`config.mk`:
```
export PLATFORM = sky130hd
export DESIGN_NAME = dpram_arbiter
export DESIGN_NICKNAME = d
export VERILOG_FILES = /design/src/rtl/dpram_arbiter.sv
export SDC_FILE = /design/constraint.sdc
export NUM_CORES = 1
export LEC_CHECK = 0
export BUFFER_PORTS_ARGS = -buffer_cell sky130_fd_sc_hd__buf_4
export CORE_MARGIN = 10
export CORE_UTILIZATION = 40
export CTS_BUF_LIST = sky130_fd_sc_hd__clkbuf_4
export DETAILED_ROUTE_END_ITERATION = 6
export HOLD_SLACK_MARGIN = 0.15
export PLACE_DENSITY = 0.73
export SKIP_LAST_GASP = 1
export SLEW_MARGIN = 20
export SYNTH_ARGS = -nofsm -noshare
export SYNTH_HDL_FRONTEND = slang
export SYNTH_SLANG_ARGS = --single-unit
export TNS_END_PERCENT = 20
```
`constraint.sdc`:
```
create_clock -name clk -period 1.56 [get_ports clk]
set_input_delay 0.156 -clock clk [delete_from_list [all_inputs] [get_ports clk]]
set_output_delay 0.156 -clock clk [all_outputs]
set_load 0.03 [all_outputs]
```
`src/rtl/dpram_arbiter.sv`:
```
// Two-requester arbiter in front of a single-port-per-direction RAM: independent write and read
// channels with round-robin on contention, a two-stage read pipeline and a write-first bypass.
module dpram_arbiter #(
    parameter int DW = 8,
    parameter int AW = 4
) (
    input  logic          clk,
    input  logic          rstn,

    input  logic          a_req,
    input  logic          a_wr,
    input  logic [AW-1:0] a_addr,
    input  logic [DW-1:0] a_wdata,
    output logic          a_gnt,
    output logic          a_rvalid,
    output logic [DW-1:0] a_rdata,

    input  logic          b_req,
    input  logic          b_wr,
    input  logic [AW-1:0] b_addr,
    input  logic [DW-1:0] b_wdata,
    output logic          b_gnt,
    output logic          b_rvalid,
    output logic [DW-1:0] b_rdata,

    output logic          enb,
    output logic          wr,
    output logic          rd,
    output logic [AW-1:0] w_addr,
    output logic [AW-1:0] r_addr,
    output logic [DW-1:0] w_data,
    input  logic [DW-1:0] r_data
);

    typedef enum logic {
        PRI_A = 1'b0,
        PRI_B = 1'b1
    } pri_e;

    pri_e          wr_pri_q, wr_pri_d;
    pri_e          rd_pri_q, rd_pri_d;

    logic          a_wreq, b_wreq, a_rreq, b_rreq;
    logic          a_wgnt, b_wgnt, a_rgnt, b_rgnt;

    logic          wr_q, wr_d;
    logic          rd_q, rd_d;
    logic          rd_src_q, rd_src_d;
    logic [AW-1:0] w_addr_q, w_addr_d;
    logic [AW-1:0] r_addr_q, r_addr_d;
    logic [DW-1:0] w_data_q, w_data_d;

    logic          rvld_q, rvld_d;
    logic          rsrc_q, rsrc_d;
    logic          byp_q, byp_d;
    logic [DW-1:0] byp_data_q, byp_data_d;

    logic [DW-1:0] rdata_mux;

    // Arbitration: requests are masked during reset so grants and pointers stay frozen.
    always_comb begin
        a_wreq = a_req & a_wr & ~rstn;
        b_wreq = b_req & b_wr & ~rstn;
        a_rreq = a_req & ~a_wr & ~rstn;
        b_rreq = b_req & ~b_wr & ~rstn;

        a_wgnt = a_wreq & (~b_wreq | (wr_pri_q == PRI_A));
        b_wgnt = b_wreq & (~a_wreq | (wr_pri_q == PRI_B));
        a_rgnt = a_rreq & (~b_rreq | (rd_pri_q == PRI_A));
        b_rgnt = b_rreq & (~a_rreq | (rd_pri_q == PRI_B));

        a_gnt  = a_wgnt | a_rgnt;
        b_gnt  = b_wgnt | b_rgnt;

        wr_pri_d = wr_pri_q;
        if (a_wreq && b_wreq) begin
            wr_pri_d = a_wgnt ? PRI_B : PRI_A;
        end
        rd_pri_d = rd_pri_q;
        if (a_rreq && b_rreq) begin
            rd_pri_d = a_rgnt ? PRI_B : PRI_A;
        end
    end

    // Stage 1: accepted commands become RAM strobes on the following cycle.
    always_comb begin
        wr_d     = a_wgnt | b_wgnt;
        rd_d     = a_rgnt | b_rgnt;
        rd_src_d = b_rgnt;
        w_addr_d = w_addr_q;
        w_data_d = w_data_q;
        r_addr_d = r_addr_q;
        if (wr_d) begin
            w_addr_d = a_wgnt ? a_addr : b_addr;
            w_data_d = a_wgnt ? a_wdata : b_wdata;
        end
        if (rd_d) begin
            r_addr_d = a_rgnt ? a_addr : b_addr;
        end
    end

    // Stage 2: response tag plus a captured write word when the same RAM cycle hit one address.
    always_comb begin
        rvld_d     = rd_q;
        rsrc_d     = rd_src_q;
        byp_d      = wr_q & rd_q & (w_addr_q == r_addr_q);
        byp_data_d = w_data_q;
    end

    always_ff @(posedge clk) begin
        if (rstn) begin
            wr_pri_q <= PRI_A;
            rd_pri_q <= PRI_A;
            wr_q     <= 1'b0;
            rd_q     <= 1'b0;
            rd_src_q <= 1'b0;
            rvld_q   <= 1'b0;
            rsrc_q   <= 1'b0;
            byp_q    <= 1'b0;
        end else begin
            wr_pri_q <= wr_pri_d;
            rd_pri_q <= rd_pri_d;
            wr_q     <= wr_d;
            rd_q     <= rd_d;
            rd_src_q <= rd_src_d;
            rvld_q   <= rvld_d;
            rsrc_q   <= rsrc_d;
            byp_q    <= byp_d;
        end
    end

    always_ff @(posedge clk) begin
        w_addr_q   <= w_addr_d;
        w_data_q   <= w_data_d;
        r_addr_q   <= r_addr_d;
        byp_data_q <= byp_data_d;
    end

    // Outputs are qualified by their valid flags and by reset so idle/reset cycles drive zeros.
    always_comb begin
        wr        = wr_q & ~rstn;
        rd        = rd_q & ~rstn;
        enb       = wr | rd;
        w_addr    = wr ? w_addr_q : '0;
        w_data    = wr ? w_data_q : '0;
        r_addr    = rd ? r_addr_q : '0;

        rdata_mux = byp_q ? byp_data_q : r_data;
        a_rvalid  = rvld_q & ~rsrc_q & ~rstn;
        b_rvalid  = rvld_q & rsrc_q & ~rstn;
        a_rdata   = a_rvalid ? rdata_mux : '0;
        b_rdata   = b_rvalid ? rdata_mux : '0;
    end

endmodule

```
==> metrics.txt, run 1 <==
sequential cell area fraction in the yosys report 54.2%; via count of the first global-routing pass 1,453; final worst-path cycle share 100%; clock latency on the worst-skew pair 0.32 ns; synthesized netlist cell count 131; share of final-layout standard cells stronger than drive strength 1 45.0%; horizontal die dimension 80.8 um; Bufs and invs on worst path 1; sum of overflow across all layers after global routing 0; capture point of the worst reg-to-reg path byp_data_d[5]; clock tree from TritonCTS yes; number of port buffers 76; TritonCTS Sinks 32; Syn-to-layout area delta 68.1%; sort of element at the start of the critical path flop; cell count after placement 254; antenna violations before repair 0; per-cell via count in the routed design 4.66; total wirelength of the detailed-routed design 4550 um; critical-path cell list a311o_2, nand2_1, buf_4; power density normalized to cell area 723 mW/mm2; pin count of the biggest net entering global routing 16; proportion of netlist area held by the largest area contributor 32.5%; largest buffer count on any clock path 2; fraction of registers with async set/reset 0%; maximum frequency from static timing analysis 0.638 GHz; HPWL reported at the end of detailed placement 3320 um; worst hold start a_wr; final max-slew violation count 0; area of the mapped netlist 0.00148 mm2; leak pwr 1.11 nW; time the worst path needs with I/O delays and setup 1.57 ns; post-layout util 68.8%; post-layout total power 1.80 mW; Hold Crit Class in -> reg; most common library cell in the layout ignoring fill and taps buf_4; worst hold path endpoint rd_pri_q; drt first-iter violations 102; setup tns final -0.00660 ns; Num CTS Buffers 5; average wire length per cell after detail routing 15.7 um; unrepaired setup endpoints after global routing yes; initial standard-cell utilization of the core 40.9%; max_slew headroom 72.2%; I/O pin cnt 77; arrival time worst endpoint 1.41 ns; total of flip-flops plus latches after synthesis 32; critical path class reg -> out; Die Height 80.8 um; setup slack of the critical path after layout -0.00660 ns; total of endpoints with negative setup slack in the final report 1; CTS clock-pin slew for the worst setup and hold paths 0.09 ns; Fin Clk Skew 0.00705 ns; Top delay family on crit path compound AO/OA/AOI/OAI gates; setup slack of the most critical reg-to-reg path 0.15 ns; global-route usage over all layers 13.5%; cell depth of the worst min-delay path 4; residual antenna-violating net count after detailed routing 0; run status finished with violations; capturing element type of the critical path output port; number of nets in the layout 279; Worst path slowest cell a311o_2; length of the first detailed-routing pass in iterations 4; Distinct cells, synth 27; antenna diode count 0; Data required, critical path 1.40 ns; worst stage delay on the critical path 0.46 ns; final routed DRC violation total 0; num rows 22; total core area 0.00361 mm2; via count 1,352; Yosys warning count 0; top_reg_cell synth edfxtp_1; biggest fanout along the worst timing path 13; clock root cell clkbuf_4; post-route insts no fill 290; transition time of the tightest slew-check pin 0.416 ns; cell area after placement 0.00211 mm2; reg-to-reg startpoint wr_pri_q; Die Outline Area 0.00652 mm2; per-instance average area after synthesis 11.3 um2; global-route wire length before repair 6960 um; failing checks negative setup slack; FF-to-FF path depth 2; routability cong. 0.798; Hold Vio Cnt, Final 0; ranking of synthesized cells by area edfxtp_1 33%, dfxtp_1 22%, mux2_1 6.9%, and2_1 6.8%, mux2i_1 5.4%; commonest non-fill, non-tap cells in the layout 80 x buf_4, 25 x dlygate4sd3_1, 17 x nor2_1; post-layout instance area 0.00248 mm2; H-tree levels 2; synthesized net count 169; worst IR drop on VDD 0.597 mV; number of max-cap violations 0; number of synthesized flops with an enable pin 16; library cell occupying the most area in the post-synthesis netlist edfxtp_1
==> cell type report <==
cell class	count	area [um2]
tap	48	60.1
fill	268	1120
multi-input combinational	92	673
clock buffer	7	52.6
sequential	32	807
timing repair buffer	107	873
inverter	3	11.3
clock inverter	1	5.00
==> tightest hold or removal path, delay by kind of cell <==
| family | cells | cell delay, ns |
|---|---|---|
| xor+xnor | 1 | 0.13 |
| simple gates | 2 | 0.08 |
| buf+inv | 1 | 0.09 |
==> metal layers <==
layer  vias to the layer above  part of all wire [%]  global-route usage [%]
li1                        674                     -                       -
met1                       630                    37                    14.1
met2                        41                    57                    25.2
met3                         7                   5.0                    3.97
met4                         0                   1.7                    4.67
met5                         -                     0                       0
==> synth_stat cells (all sizes together), types with 2 or more instances <==
cell and instances:
nor2b 4, xnor2 2, and2 16, nand2 4
a311o 2, nor2 19, or2 2, inv 3
clkbuf 4, dfxtp 16, mux2 16, xor2 3
mux2i 8, edfxtp 16, a21oi 5
==> cells by family (layout without fill, tap and decap cells) <==
group,Yosys count,in the layout,share of synthesized area (%)
buf+inv,8,118,2.29
xor+xnor,5,5,2.97
compound gates,9,9,3.98
flops,32,32,54.2
mux,24,24,17.6
simple gates,53,54,18.9
==> through the flow <==
step | hold slack (ns) | worst slack [ns]
CTS | 0.162 | -0.0225
floorplan | 0.339 | 0.0517
global route | 0.166 | -0.0748
finish | 0.171 | -0.00660
detailed placement | 0.348 | -0.0793
global placement | 0.349 | -0.0330
==> sequential cells by signal (all words and copies together), names as in the netlist, 4 cells and up <==
name	flops
byp_data_d	8
byp_data_q	8
r_addr_q	4
w_addr_q	4
==> repair_timing <==
action                                 in CTS  in global routing
endpoints found under the hold margin      20                  0
pin swaps                                   0                  2
hold buffers                               25                  0
setup buffers                               0                  2
setup endpoints to repair                  30                 20
gates resized for setup                     3                 11
gates cloned                                0                  1
==> worst max-delay path by stage <==
stage | start | endpoint | slack [ns] | depth (start not counted)
2_1_floorplan | rsrc_q | a_rdata[7] | 0.05 | 3
3_3_place_gp | wr_pri_q | byp_data_d[7] | -0.03 | 2
3_5_place_dp | wr_pri_q | w_addr_q[0] | -0.08 | 2
4_1_cts | wr_pri_q | a_gnt | -0.02 | 3
5_1_grt | wr_pri_q | a_gnt | -0.07 | 3
6_report | wr_pri_q | a_gnt | -0.007 | 3
==> report_power, final <==
group / leakage (nW) / internal, mW / switching (mW)
clock: 0.0361 / 0.210 / 0.256
combinational: 0.788 / 0.196 / 0.159
sequential: 0.284 / 0.946 / 0.0280
total: 1.11 / 1.35 / 0.443
(Power assumes the default switching activity.)
==> run 2: changes to the inputs <==
- BUFFER_PORTS_ARGS: -buffer_cell sky130_fd_sc_hd__buf_4 -> not set
- DONT_BUFFER_PORTS: not set -> 1
- PLACE_DENSITY: 0.73 -> 0.55
==> metrics.txt, run 2 (synthesized netlist as in run 1, its figures left out) <==
critical path class reg -> reg; arrival time worst endpoint 1.63 ns; fillcell total 298; run status finished, final reports clean; most common library cell in the layout ignoring fill and taps buf_4; share of final-layout standard cells stronger than drive strength 1 34.4%; I/O pin cnt 77; H-tree levels 2; num rows 22; P_sw 435 uW; Hold Crit Class in -> reg; residual antenna-violating net count after detailed routing 0; final worst-path cycle share 99.7%; Fin Clk Skew 0.00905 ns; final routed DRC violation total 0; Syn-to-layout area delta 55.0%; total of endpoints with negative setup slack in the final report 0; leak pwr 0.961 nW; initial standard-cell utilization of the core 40.9%; post-layout total power 1.75 mW; worst IR drop on VDD 0.453 mV; Worst path slowest cell dfxtp_2; global-route usage over all layers 12.7%; global-route wire length before repair 6370 um; Die Height 80.8 um; total area of multi-input combinational cells 678 um2; internal power summed over all cells 1.31 mW; maximum frequency from static timing analysis 0.643 GHz; power density normalized to cell area 763 mW/mm2; via count of the first global-routing pass 1,277; number of max-cap violations 0; critical-path cell list a311o_1, buf_12, buf_12, mux2_1; max_slew headroom 71.2%; setup slack of the critical path after layout 0.00401 ns; horizontal die dimension 80.8 um; unrepaired setup endpoints after global routing yes; cell count after placement 213; worst setup timing slack at the placement stage 0.171 ns; clock root cell clkbuf_4; Reg power frac 55.9%; Num CTS Buffers 5; antenna diode count 0; sort of element at the start of the critical path flop; clock tree from TritonCTS yes; average wire length per cell after detail routing 17.0 um; switching portion of total power 24.9%; antenna violations before repair 0; HPWL reported at the end of detailed placement 3140 um; total wirelength of the detailed-routed design 4360 um; part of the power in the clock network 27.2%; number of port buffers 0; post-route insts no fill 257; capturing element type of the critical path flop; total core area 0.00361 mm2; cell mode on critical path buf_12; Data required, critical path 1.63 ns; Die Outline Area 0.00652 mm2; CTS clock-pin slew for the worst setup and hold paths 0.10 ns; transition time of the tightest slew-check pin 0.431 ns; number of nets in the layout 246; pin count of the biggest net entering global routing 15; area taken by flip-flops and latches 805 um2; clock latency on the worst-skew pair 0.33 ns; TritonCTS Sinks 32; time the worst path needs with I/O delays and setup 1.56 ns; drt first-iter violations 49; Hold Vio Cnt, Final 0; via count 1,240; commonest non-fill, non-tap cells in the layout 35 x buf_4, 31 x dlygate4sd3_1, 16 x and2_1, 16 x edfxtp_1, 14 x nor2_1; worst stage delay on the critical path 0.35 ns; biggest fanout along the worst timing path 8; combinational share of power 16.9%; sum of overflow across all layers after global routing 0; per-cell via count in the routed design 4.82; largest buffer count on any clock path 2; length of the first detailed-routing pass in iterations 4; routability cong. 0.761; final max-slew violation count 0
[run 2: cell types whose count changed in the layout (fill, tap and decap cells not counted), sizes merged]
cell / delta
inv: +1
clkinv: -1
buf: -39
dlygate4sd3: +6
[run 2: per-layer routing]
metal / track usage, % / wire [um]
met3: 5.85 / 326
met5: 0 / 0
met2: 22.2 / 2430
met4: 4.67 / 73
met1: 13.0 / 1530
[run 2: repair_timing]
| item | CTS | global route |
|---|---|---|
| setup buffers | 0 | 3 |
| endpoints found under the setup margin | 17 | 33 |
| cloned | 0 | 2 |
| pin swaps | 0 | 3 |
| hold buffers | 31 | 0 |
| gates resized for setup | 2 | 17 |
| hold endpoints to repair | 27 | 0 |
[run 2: area by class of cell]
cell class | instances | share of cell area, %
clock buffer | 7 | 2.30
clock inverter | 1 | 0.164
inverter | 3 | 0.492
multi-input combinational | 92 | 29.6
sequential | 32 | 35.2
tap | 48 | 2.62
timing repair buffer | 74 | 29.6
[run 2: critical path: cells and delay by family (launching register included)]
kind | cells | cell delay [ns]
muxes | 1 | 0.32
AOI/OAI and AO/OA | 1 | 0.35
buffers and inverters | 2 | 0.28
DFF | 1 | 0.35
[run 2: final timing paths]
| check | from | endpoint | slack [ns] | depth (start not counted) |
|---|---|---|---|---|
| hold / removal | b_wr | wr_pri_q | 0.15 | 3 |
| setup / recovery | wr_pri_q | byp_data_d[5] | 0.004 | 4 |
| setup reg to reg | wr_pri_q | byp_data_d[5] | 0.004 | 4 |
| hold reg to reg | byp_data_d[1] | byp_data_q[1] | 0.37 | 0 |
[run 2: metrics by stage]
step           utilization, %  TNS, ns  hold WS (ns)  cell area, um2
2_1_floorplan               -        0         0.339            1480
3_3_place_gp             50.5        0         0.230            1820
3_5_place_dp             50.5        0         0.230            1820
4_1_cts                  60.7        0         0.164            2190
5_1_grt                  63.5   -0.798         0.164            2290
6_report                 63.5        0         0.152            2290
[run 2: power by group through the flow]
stage	Clock (mW)	Sequential, mW	Combinational, mW
floorplan	0	0.983	0.153
global placement	0	0.993	0.205
detailed placement	0	0.996	0.211
CTS	0.481	0.976	0.279
global route	0.533	0.984	0.320
finish	0.476	0.976	0.295
